[config.mk]
export PLATFORM = sky130hd
export DESIGN_NAME = inst_queue_flat
export DESIGN_NICKNAME = d
export VERILOG_FILES = /design/src/rtl/inst_queue_if.sv /design/src/rtl/inst_queue.sv /design/src/flat_wrapper.sv
export SDC_FILE = /design/constraint.sdc
export NUM_CORES = 1
export LEC_CHECK = 0
export ABC_AREA = 1
export BUFFER_PORTS_ARGS = -buffer_cell sky130_fd_sc_hd__buf_2
export CORE_ASPECT_RATIO = 0.9
export CORE_UTILIZATION = 57
export DETAILED_ROUTE_END_ITERATION = 7
export PLACE_DENSITY = 0.78
export SYNTH_ARGS = -nofsm -noshare
export SYNTH_HDL_FRONTEND = slang
export SYNTH_SLANG_ARGS = --single-unit
[constraint.sdc]
create_clock -name m_clock -period 10.9 [get_ports m_clock]
set_clock_uncertainty 0.15 [all_clocks]
set_input_delay 0 -clock m_clock [delete_from_list [all_inputs] [get_ports m_clock]]
set_output_delay 0 -clock m_clock [all_outputs]
set_load 0.01 [all_outputs]
[src/rtl/inst_queue_if.sv]
// Fetch-to-decode handshake bundle for the instruction queue: upstream push side,
// downstream pop side, branch flush and occupancy.
interface inst_queue_if #(
  parameter int DEPTH = 4
);
  localparam int CW = $clog2(DEPTH) + 1;

  logic          valid_i;
  logic          ready_o;
  logic [31:0]   pc_i;
  logic [31:0]   inst_i;
  logic          flush_i;
  logic          valid_o;
  logic          ready_i;
  logic [31:0]   pc_o;
  logic [31:0]   inst_o;
  logic [CW-1:0] count_o;

  modport master (
    output valid_i, pc_i, inst_i, flush_i, ready_i,
    input  ready_o, valid_o, pc_o, inst_o, count_o
  );

  modport slave (
    input  valid_i, pc_i, inst_i, flush_i, ready_i,
    output ready_o, valid_o, pc_o, inst_o, count_o
  );
endinterface

[src/rtl/inst_queue.sv]
// Circular instruction queue between fetch and decode. One cycle latency, no bypass,
// flush empties it (pointers to 0) while leaving stored words untouched.
module inst_queue #(
  parameter int DEPTH = 4
) (
  input  logic         m_clock,
  input  logic         p_reset,
  inst_queue_if.slave  q
);
  localparam int AW = $clog2(DEPTH);
  localparam int CW = AW + 1;
  localparam logic [CW-1:0] FULL = CW'(DEPTH);

  logic [31:0]   pc_mem   [DEPTH];
  logic [31:0]   inst_mem [DEPTH];
  logic [AW-1:0] wr_ptr_reg;
  logic [AW-1:0] rd_ptr_reg;
  logic [CW-1:0] count_reg;
  logic          push;
  logic          pop;

  // Full blocks pushes even when a pop happens in the same cycle (no pass-through).
  assign q.ready_o = (count_reg != FULL);
  assign q.valid_o = (count_reg != '0);
  assign q.count_o = count_reg;
  assign q.pc_o    = pc_mem[rd_ptr_reg];
  assign q.inst_o  = inst_mem[rd_ptr_reg];

  assign push = q.valid_i && q.ready_o && !q.flush_i;
  assign pop  = q.valid_o && q.ready_i && !q.flush_i;

  always_ff @(posedge m_clock or posedge p_reset) begin
    if (p_reset) begin
      for (int i = 0; i < DEPTH; i++) begin
        pc_mem[i]   <= '0;
        inst_mem[i] <= '0;
      end
    end else if (push) begin
      pc_mem[wr_ptr_reg]   <= q.pc_i;
      inst_mem[wr_ptr_reg] <= q.inst_i;
    end
  end

  always_ff @(posedge m_clock or posedge p_reset) begin
    if (p_reset) begin
      wr_ptr_reg <= '0;
      rd_ptr_reg <= '0;
      count_reg  <= '0;
    end else if (q.flush_i) begin
      wr_ptr_reg <= '0;
      rd_ptr_reg <= '0;
      count_reg  <= '0;
    end else begin
      // DEPTH is a power of two, so the natural pointer rollover is the wrap.
      if (push) wr_ptr_reg <= wr_ptr_reg + AW'(1);
      if (pop)  rd_ptr_reg <= rd_ptr_reg + AW'(1);
      case ({push, pop})
        2'b10:   count_reg <= count_reg + CW'(1);
        2'b01:   count_reg <= count_reg - CW'(1);
        default: count_reg <= count_reg;
      endcase
    end
  end
endmodule

[src/flat_wrapper.sv]
// flat-port wrapper written by rule: the top's interface ports become plain ports
module inst_queue_flat 
#(
  parameter int DEPTH = 4
)
  (m_clock, p_reset, q_valid_i, q_pc_i, q_inst_i, q_flush_i, q_ready_i, q_ready_o, q_valid_o, q_pc_o, q_inst_o, q_count_o);
  inst_queue_if #(.DEPTH(DEPTH)) q_i ();
  input  logic m_clock;
  input  logic p_reset;
  input wire logic [$bits(q_i.valid_i)-1:0] q_valid_i;
  input wire logic [$bits(q_i.pc_i)-1:0] q_pc_i;
  input wire logic [$bits(q_i.inst_i)-1:0] q_inst_i;
  input wire logic [$bits(q_i.flush_i)-1:0] q_flush_i;
  input wire logic [$bits(q_i.ready_i)-1:0] q_ready_i;
  output wire logic [$bits(q_i.ready_o)-1:0] q_ready_o;
  output wire logic [$bits(q_i.valid_o)-1:0] q_valid_o;
  output wire logic [$bits(q_i.pc_o)-1:0] q_pc_o;
  output wire logic [$bits(q_i.inst_o)-1:0] q_inst_o;
  output wire logic [$bits(q_i.count_o)-1:0] q_count_o;
  assign q_i.valid_i = q_valid_i;
  assign q_i.pc_i = q_pc_i;
  assign q_i.inst_i = q_inst_i;
  assign q_i.flush_i = q_flush_i;
  assign q_i.ready_i = q_ready_i;
  assign q_ready_o = q_i.ready_o;
  assign q_valid_o = q_i.valid_o;
  assign q_pc_o = q_i.pc_o;
  assign q_inst_o = q_i.inst_o;
  assign q_count_o = q_i.count_o;
  inst_queue #(.DEPTH(DEPTH)) u_core (.m_clock(m_clock), .p_reset(p_reset), .q(q_i));
endmodule
==> results.toml, run 1 <==
[run_status]
outcome = "complete, no violations"

[setup_path]
worstSetupPathType = "reg -> out"
required_ns = 10.75
cp_slowest_cell = "buf_4"
startpoint_type = "flop"
critPathCaptureType = "output port"
crit_buf_inv = 3
critical_path.top_delay_family = "buffers and inverters"
cp_max_fo = 82
cpPeakStageDelay_ns = 0.77
cp.arrival_ns = 3.09
worstPathCellList = "clkinv_2 -> buf_4 -> o21ai_0 -> o22ai_1 -> buf_2"

[yosys]
syn_nets = 1385
synth_top_family_by_area = "compound AO/OA/AOI/OAI gates"
ys_ff_latch = 263
seq_area_frac_synth_pct = 57.2
yosys.area_share.simple_pct = 13.9
synth_compound_area_share_pct = 21.0
synth_adder_area_share_pct = 0.609
ys_types = 24
yosys_warnings = 0
avgSynthCellArea_um2 = 8.77
syn_inst = 1311
synth-xor-area-share_pct = 0.0762
yosys_most_used_dff = "dfrtp_1"
synth-edff-count = 0
synth_mux_area_share_pct = 0
synth_area_mm2 = 0.0115
synthArstFlopShare_pct = 100

[cells_and_area]
final_cell_mix = "nand2_1 (271), dfrtp_1 (261), o21ai_1 (247)"
layout.nets = 1532
layout-drive-gt1-share_pct = 14.1
final_common_cell = "nand2_1"
areaGrowthSynthToFinish_pct = 18.3
fillCellCount = 1562

[clocking]
cts_buffers = 27
cts.sinks = 263
worstSkewPairLatency_ns = 0.52
clk_path_buf_depth = 3
cts.clk_slew.worst_paths_ns = 0.06
cts_tree = "built"
cts_resized = 0
cts_root_buf = "clkbuf_16"
htreeDepth = 1

[sta]
hold_ws_ns = 0.0150
max_slew_margin_pct = 25.2
clock.fmax_mhz = 308
drv_slew = 0
rsz0062_at_grt = "no"
hold_viol = 0
finalSetupViolCount = 0
tns_ns = 0
finalCriticalPeriod_ns = 3.24
worst_slew_pin_slew_ns = 1.12
fin_crit_sh_pct = 29.8

[die]
chipWidth_um = 152
core_area_mm2 = 0.0195
die-area_mm2 = 0.0207
initial_core_util_pct = 59.1
rows = 48
top_level_ports = 138
die_y_um = 137

[drt]
drt_first_pass_iters = 5
drt-initial-drc-count = 765
route.met3.wl_um = 1590
num_vias = 9539
viasPerCell = 5.52
drc = 0
wl_per_cell_um = 15.5
ant_nets = 0
drt_wl_total_um = 26800
wl_met2_um = 12500
top_layer = "met4"
wl_met1_um = 12300

[worst_hold_path]
min_path_type = "in -> async"

[power_and_ir_drop]
power.leakage_nw = 6.74
peakVddDrop_mv = 0.166
power_density_mw_per_mm2 = 277

[placement]
place_congestion = 0.751
numPortBuffers = 137
dpl.hpwl_um = 14500

[global_routing]
grt_pass1_wl_um = 44000
grt_overflow = 0
grt_max_degree = 114
grt_pass1_vias = 8954
antenna_found_initial = 1
grtUsageTotal_pct = 26.5

[run]
drv_cap = 0
-- metal layers --
layer  vias up  GRT usage [%]
li1       4663              -
met1      4537           37.7
met2       308           43.2
met3        31           3.93
met4         0           5.72
met5         -              0
-- worst register-to-register path, delay by kind of cell, from the launching register on --
kind	cells	cell delay, ns
buf+inv	2	1.53
simple gates	6	0.89
flops	1	0.45
compound gates	1	0.12
-- power breakdown --
group	switching, mW	internal, mW	total, mW
Clock	0.361	0.527	0.888
Sequential	0.239	1.40	1.64
Combinational	0.731	0.508	1.24
Total	1.33	2.44	3.77
-- final timing paths --
path                                      start                   end  slack (ns)  cells after the start
setup / recovery           u_core.rd_ptr_reg[0]             q_pc_o[6]        7.66                      5
hold / removal                          p_reset    u_core.pc_mem[117]        0.02                      3
setup reg to reg            u_core.q.count_o[0]   u_core.inst_mem[73]        7.67                      9
hold reg to reg             u_core.inst_mem[90]   u_core.inst_mem[90]        0.33                      2
max in group asynchronous               p_reset    u_core.inst_mem[8]        9.07                      4
min in group m_clock               q_inst_i[18]  u_core.inst_mem[114]        0.17                      4
-- repair_timing --
action	in CTS	in global routing
endpoints found under the hold margin	374	0
hold buffers	69	0
setup buffers	0	0
-- kinds of logic (layout without fill, tap and decap cells) --
kind of cell	after synthesis	after routing
buf+inv	171	337
flops	263	263
xor+xnor	1	1
simple gates	413	413
compound gates	458	458
fa+ha+maj	5	5
other cells	0	1
-- synth_stat cells (5+ instances only) --
cell type  number  area (µm²)
clkbuf_1       35         131
o22ai_1        64         400
inv_1          73         274
o21ai_2        10        87.6
o21ai_0       132         661
nand2_2         5        31.3
buf_2          25         125
nand2_1       271        1020
buf_6           7        78.8
dfrtp_1       263        6580
o21ai_1       247        1240
buf_4          27         203
nor2_1        132         495
-- cell type report --
| type | instances | area [µm²] | area share, % |
|---|---|---|---|
| Clock inverter | 4 | 45.0 | 0.331 |
| Tap cell | 250 | 313 | 2.30 |
| Multi-Input combinational cell | 877 | 4110 | 30.2 |
| Antenna cell | 1 | 2.50 | 0.0184 |
| Timing Repair Buffer | 216 | 1450 | 10.7 |
| Inverter | 73 | 283 | 2.08 |
| Sequential cell | 263 | 6590 | 48.4 |
| Clock buffer | 44 | 810 | 5.95 |
-- metrics by stage --
stage,util [%],cells,setup WS (ns),power (mW),instance area (µm²)
2_1_floorplan,-,1311,3.51,2.46,11500
3_3_place_gp,61.9,1610,8.32,2.81,12100
3_5_place_dp,61.9,1610,8.27,2.86,12100
4_1_cts,69.9,1727,7.67,3.78,13600
5_1_grt,69.9,1728,7.42,4.04,13600
6_report,69.9,1728,7.66,3.77,13600
(Power assumes the default switching activity.)
==> run 2: changes to the inputs <==
- CORE_UTILIZATION: 57 -> 53
- PLACE_DENSITY: 0.78 -> 0.77
- clock period: 10.9 -> 2.9 ns (I/O delays scaled with it)
==> run 2 against run 1 <==
Against the previous run: final area increased by 1.9%; via count increased by 2.1%; final cell count increased by 2.7%; non-clock buffer count increased by 14; critical path type unchanged; critical endpoint is now q_pc_o[30]; global-route usage decreased by 1.0 points; core utilization decreased by 3.9 points; clock power increased to 3.7 times the previous value; first-iteration DRC count increased by 21%; worst setup slack got worse by 7.3 ns; sequential share of layout area decreased by 0.91 points; sequential power increased to 3.7 times the previous value.
==> results.toml, run 2 (same netlist as run 1, synthesis figures left out) <==
[run_status]
outcome = "complete, no violations"

[sta]
rsz0062_at_grt = "no"
finalSetupViolCount = 0
fin_crit_sh_pct = 87.9
finalCriticalPeriod_ns = 2.55
tns_ns = 0
hold_viol = 0
drv_slew = 0
worst_slew_pin_slew_ns = 0.692
max_slew_margin_pct = 53.8
clock.fmax_mhz = 392
hold_ws_ns = 0.165

[clocking]
cts_tree = "built"
worstSkewPairLatency_ns = 0.52
cts.sinks = 263
cts_resized = 0
cts_root_buf = "clkbuf_16"
cts.clk_slew.worst_paths_ns = 0.06
cts_buffers = 27
clk_path_buf_depth = 3
htreeDepth = 1

[cells_and_area]
layout-drive-gt1-share_pct = 15.2
multi_input_area_mm2 = 0.00411
layout.nets = 1546
final_cell_mix = "nand2_1 (271), dfrtp_1 (261), o21ai_1 (247)"
seq_area_mm2 = 0.00659
instances_no_fill = 1774
final_common_cell = "nand2_1"
areaGrowthSynthToFinish_pct = 20.6
design_area_mm2 = 0.0139
fillCellCount = 1716
insertedDiodeCount = 0

[setup_path]
critPathCaptureType = "output port"
r2r_cells = 8
ff2ff_setup_slack_ns = 0.79
critical_path.top_delay_family = "buffers and inverters"
worstSetupPathType = "reg -> out"
crit_buf_inv = 3
cpPeakStageDelay_ns = 0.49
regToRegStartpoint = "u_core.q.count_o[0]"
cp_slowest_cell = "dfrtp_4"
startpoint_type = "flop"
reg2reg_to = "u_core.inst_mem[32]"
worstPathCellList = "clkinv_2 -> buf_4 -> o21ai_0 -> o22ai_1 -> buf_2"
cp.arrival_ns = 2.40
cp_max_fo = 36
required_ns = 2.75

[global_routing]
antenna_found_initial = 0
grt_pass1_wl_um = 45700
grt_pass1_vias = 9248
grt_overflow = 0
grtUsageTotal_pct = 25.4
grt_max_degree = 132

[die]
initial_core_util_pct = 54.7
chipWidth_um = 157
core_area_mm2 = 0.0210
die-area_mm2 = 0.0223
die_y_um = 142
top_level_ports = 138
rows = 50

[drt]
drt_wl_total_um = 27700
num_vias = 9735
drt_first_pass_iters = 5
wl_per_cell_um = 15.6
viasPerCell = 5.49
ant_nets = 0
drt-initial-drc-count = 928
drc = 0

[placement]
dpl.hpwl_um = 16100
place_congestion = 0.769
dpl-instance-area_mm2 = 0.0123
dp_cells = 1659
numPortBuffers = 137

[worst_hold_path]
min_path_type = "in -> reg"
holdPathStages = 4
min-delay-start = "q_inst_i[26]"
min_delay_worst_endpoint = "u_core.inst_mem[90]"

[run]
drv_cap = 0

[power_and_ir_drop]
power.leakage_nw = 6.86
peakVddDrop_mv = 0.568
power_density_mw_per_mm2 = 1030
==> run 2: timing repair <==
| action | CTS | global route |
|---|---|---|
| hold endpoints to repair | 526 | 0 |
| hold buffers | 70 | 0 |
| endpoints found under the setup margin | 0 | 0 |
| setup buffers | 0 | 0 |
==> run 2: worst reg2reg max path, delay by kind of cell, from the launching register on <==
kind	cells	cell delay [ns]
and+or+nand+nor	6	0.97
DFF	1	0.46
buffers and inverters	1	0.36
AOI/OAI and AO/OA	1	0.10
==> run 2: worst max path at each step <==
| stage | startpoint | endpoint | slack (ns) | depth (start not counted) |
|---|---|---|---|---|
| global route | u_core.rd_ptr_reg[0] | q_pc_o[25] | 0.26 | 5 |
| floorplan | p_reset | u_core.inst_mem[0] | -0.72 | 1 |
| detailed placement | u_core.q.count_o[0] | u_core.inst_mem[112] | 0.82 | 8 |
| CTS | u_core.rd_ptr_reg[0] | q_pc_o[0] | 0.35 | 5 |
| finish | u_core.rd_ptr_reg[0] | q_pc_o[30] | 0.35 | 5 |
| global placement | u_core.q.count_o[0] | u_core.pc_mem[92] | 0.90 | 8 |
==> run 2: routing by layer <==
metal  share of wire, %  vias up  global-route usage [%]
met3                6.3       41                    3.88
li1                   -     4680                       -
met5                  0        -                       0
met1                 46     4654                    36.6
met2                 46      360                    40.8
met4                1.8        0                    5.98
==> run 2: power by group <==
group | internal, mW | switching (mW)
Sequential | 5.27 | 0.858
Clock | 1.93 | 1.37
Combinational | 1.98 | 2.90
Total | 9.18 | 5.13
==> run 2: final cells by class <==
cell class | count | area share (%)
Timing Repair Buffer | 230 | 12.1
Multi-Input combinational cell | 877 | 29.7
Sequential cell | 263 | 47.5
Tap cell | 286 | 2.58
Clock inverter | 10 | 0.569
Inverter | 73 | 2.01
Clock buffer | 35 | 5.52
==> run 2: through the flow <==
stage	util, %	power [mW]	worst slack (ns)
2_1_floorplan	-	9.24	-0.720
3_3_place_gp	58.6	10.7	0.895
3_5_place_dp	58.6	10.9	0.823
4_1_cts	65.9	14.4	0.355
5_1_grt	65.9	15.3	0.261
6_report	65.9	14.3	0.351
==> run 3: changes to the inputs <==
- CORE_MARGIN: default -> 1.5
==> run 3 against run 2 <==
Against the previous run: register-to-register slack about the same; combinational power about the same; largest power group unchanged; hold slack worse by 0.0048 ns; die area up 1.3%; global-route usage down 0.20 points; final area up 0.61%; count of clock-buffer cells in the layout down 5; wire length up 0.87%; worst setup slack better by 0.035 ns; largest cell class unchanged; final cell count up 0.17%.
==> results.toml, run 3 (same netlist as run 1, synthesis figures left out) <==
[setup_path]
worstPathCellList = "clkinv_2 -> buf_4 -> o21ai_0 -> o22ai_1 -> buf_2"
cp.arrival_ns = 2.36
critPathCaptureType = "output port"
required_ns = 2.75
cp_slowest_cell = "dfrtp_4"
ff2ff_setup_slack_ns = 0.78
reg2reg_to = "u_core.inst_mem[106]"
critical_path.top_delay_family = "buffers and inverters"
startpoint_type = "flop"
cpPeakStageDelay_ns = 0.50
crit_buf_inv = 3
regToRegStartpoint = "u_core.q.count_o[0]"
cp_max_fo = 37
r2r_cells = 8
worstSetupPathType = "reg -> out"

[clocking]
cts_root_buf = "clkbuf_16"
worstSkewPairLatency_ns = 0.52
cts_setup_buffers = 0
cts.clk_slew.worst_paths_ns = 0.06
clk_path_buf_depth = 3
cts.sinks = 263
cts_resized = 0
htreeDepth = 1
cts_buffers = 26
cts_tree = "built"

[drt]
drt-initial-drc-count = 775
drt_first_pass_iters = 7
wl_per_cell_um = 15.7
num_vias = 9703
viasPerCell = 5.46
ant_nets = 0
drt_wl_total_um = 27900
drc = 0

[sta]
worst_slew_pin_slew_ns = 0.751
tns_ns = 0
max_slew_margin_pct = 49.9
fin_crit_sh_pct = 86.7
setup_ws_ns = 0.385
clock.fmax_mhz = 398
hold_viol = 0
rsz0062_at_grt = "no"
drv_slew = 0
finalCriticalPeriod_ns = 2.51
finalSetupViolCount = 0

[run]
drv_cap = 0

[run_status]
outcome = "complete, no violations"

[global_routing]
grt_pass1_wl_um = 45900
antenna_found_initial = 0
grtUsageTotal_pct = 25.2
grt_overflow = 0
grt_max_degree = 132
grt_pass1_vias = 9253

[die]
chipWidth_um = 158
die-area_mm2 = 0.0226
initial_core_util_pct = 54.7
rows = 50
die_y_um = 143
core_area_mm2 = 0.0210
top_level_ports = 138

[cells_and_area]
final_cell_mix = "nand2_1 (271), dfrtp_1 (261), o21ai_1 (247)"
layout-drive-gt1-share_pct = 15.4
layout.nets = 1545
fillCellCount = 1689
areaGrowthSynthToFinish_pct = 21.3
insertedDiodeCount = 0
final_common_cell = "nand2_1"
instances_no_fill = 1777

[power_and_ir_drop]
p_seq_share_pct = 41.9
total_power_mw = 14.6
power.leakage_nw = 6.89
peakVddDrop_mv = 0.646
pwr-share-clk_pct = 24.7
p_sw_mw = 5.18
swShare_pct = 35.4
power_frac_comb_pct = 33.3
power_density_mw_per_mm2 = 1050
intPower_mw = 9.44

[worst_hold_path]
min_delay_worst_endpoint = "u_core.inst_mem[110]"
holdPathStages = 4
min-delay-start = "q_inst_i[14]"
min_path_type = "in -> reg"

[placement]
numPortBuffers = 137
dp_slack_ns = 0.826
dpl.hpwl_um = 16100
place_congestion = 0.782
dp_cells = 1659
==> run 3: cell count changes in the layout (fill, tap and decap cells not counted), sizes merged <==
cell | previous run | this run
clkbuf | 35 | 30
bufinv | 1 | 5
clkinvlp | 1 | 4
clkinv | 9 | 11
inv | 72 | 71
==> run 3: repair_timing <==
| action | 4_1_cts | 5_1_grt |
|---|---|---|
| setup endpoints to repair | 0 | 0 |
| hold buffers | 70 | 0 |
| endpoints found under the hold margin | 526 | 0 |
==> run 3: routing by layer <==
metal	global-route usage, %	vias up	wire, µm
li1	-	4685	-
met1	35.2	4680	12400
met2	41.7	297	13300
met3	4.25	41	1800
met4	5.56	0	446
met5	0	-	0
==> run 3: metrics by stage <==
stage                     hold slack (ns)  util [%]  cell area (µm²)
after CTS                           0.142      66.4            13900
final                               0.161      66.4            13900
after detailed placement           -0.209      58.6            12300
after floorplan                   0.00474         -            11500
after global placement             -0.207      58.6            12300
after global routing                0.169      66.4            13900
==> run 3: area by class of cell <==
class	instances	area, µm²	share of cell area [%]
repair buffers	230	1680	12.1
clock inverters	18	223	1.60
well taps	286	358	2.57
inverters	73	279	2.00
flip-flops and latches	263	6590	47.2
multi-input cells	877	4110	29.5
clock buffers	30	707	5.07
==> run 3: power by group through the flow <==
| stage | clock network (mW) | registers [mW] | logic, mW |
|---|---|---|---|
| after global placement | 0 | 6.07 | 4.64 |
| after detailed placement | 0 | 6.14 | 4.78 |
| after floorplan | 0 | 5.93 | 3.31 |
| after CTS | 3.67 | 6.10 | 4.90 |
| final | 3.61 | 6.13 | 4.88 |
| after global routing | 3.83 | 6.31 | 5.54 |
==> run 3: worst min-delay path, cell delays in order <==
cell and delay, ns:
dlygate4sd3_1 0.51, buf_2 0.09, inv_1 0.07, o21ai_1 0.13
==> run 3: worst max path at each step <==
stage / start / to / slack, ns / depth (start not counted)
2_1_floorplan: p_reset / u_core.inst_mem[0] / -0.72 / 1
3_3_place_gp: u_core.q.count_o[0] / u_core.pc_mem[44] / 0.89 / 8
3_5_place_dp: u_core.q.count_o[0] / u_core.pc_mem[49] / 0.83 / 8
4_1_cts: u_core.rd_ptr_reg[0] / q_inst_o[24] / 0.40 / 5
5_1_grt: u_core.rd_ptr_reg[0] / q_inst_o[24] / 0.21 / 5
6_report: u_core.rd_ptr_reg[0] / q_pc_o[31] / 0.39 / 5
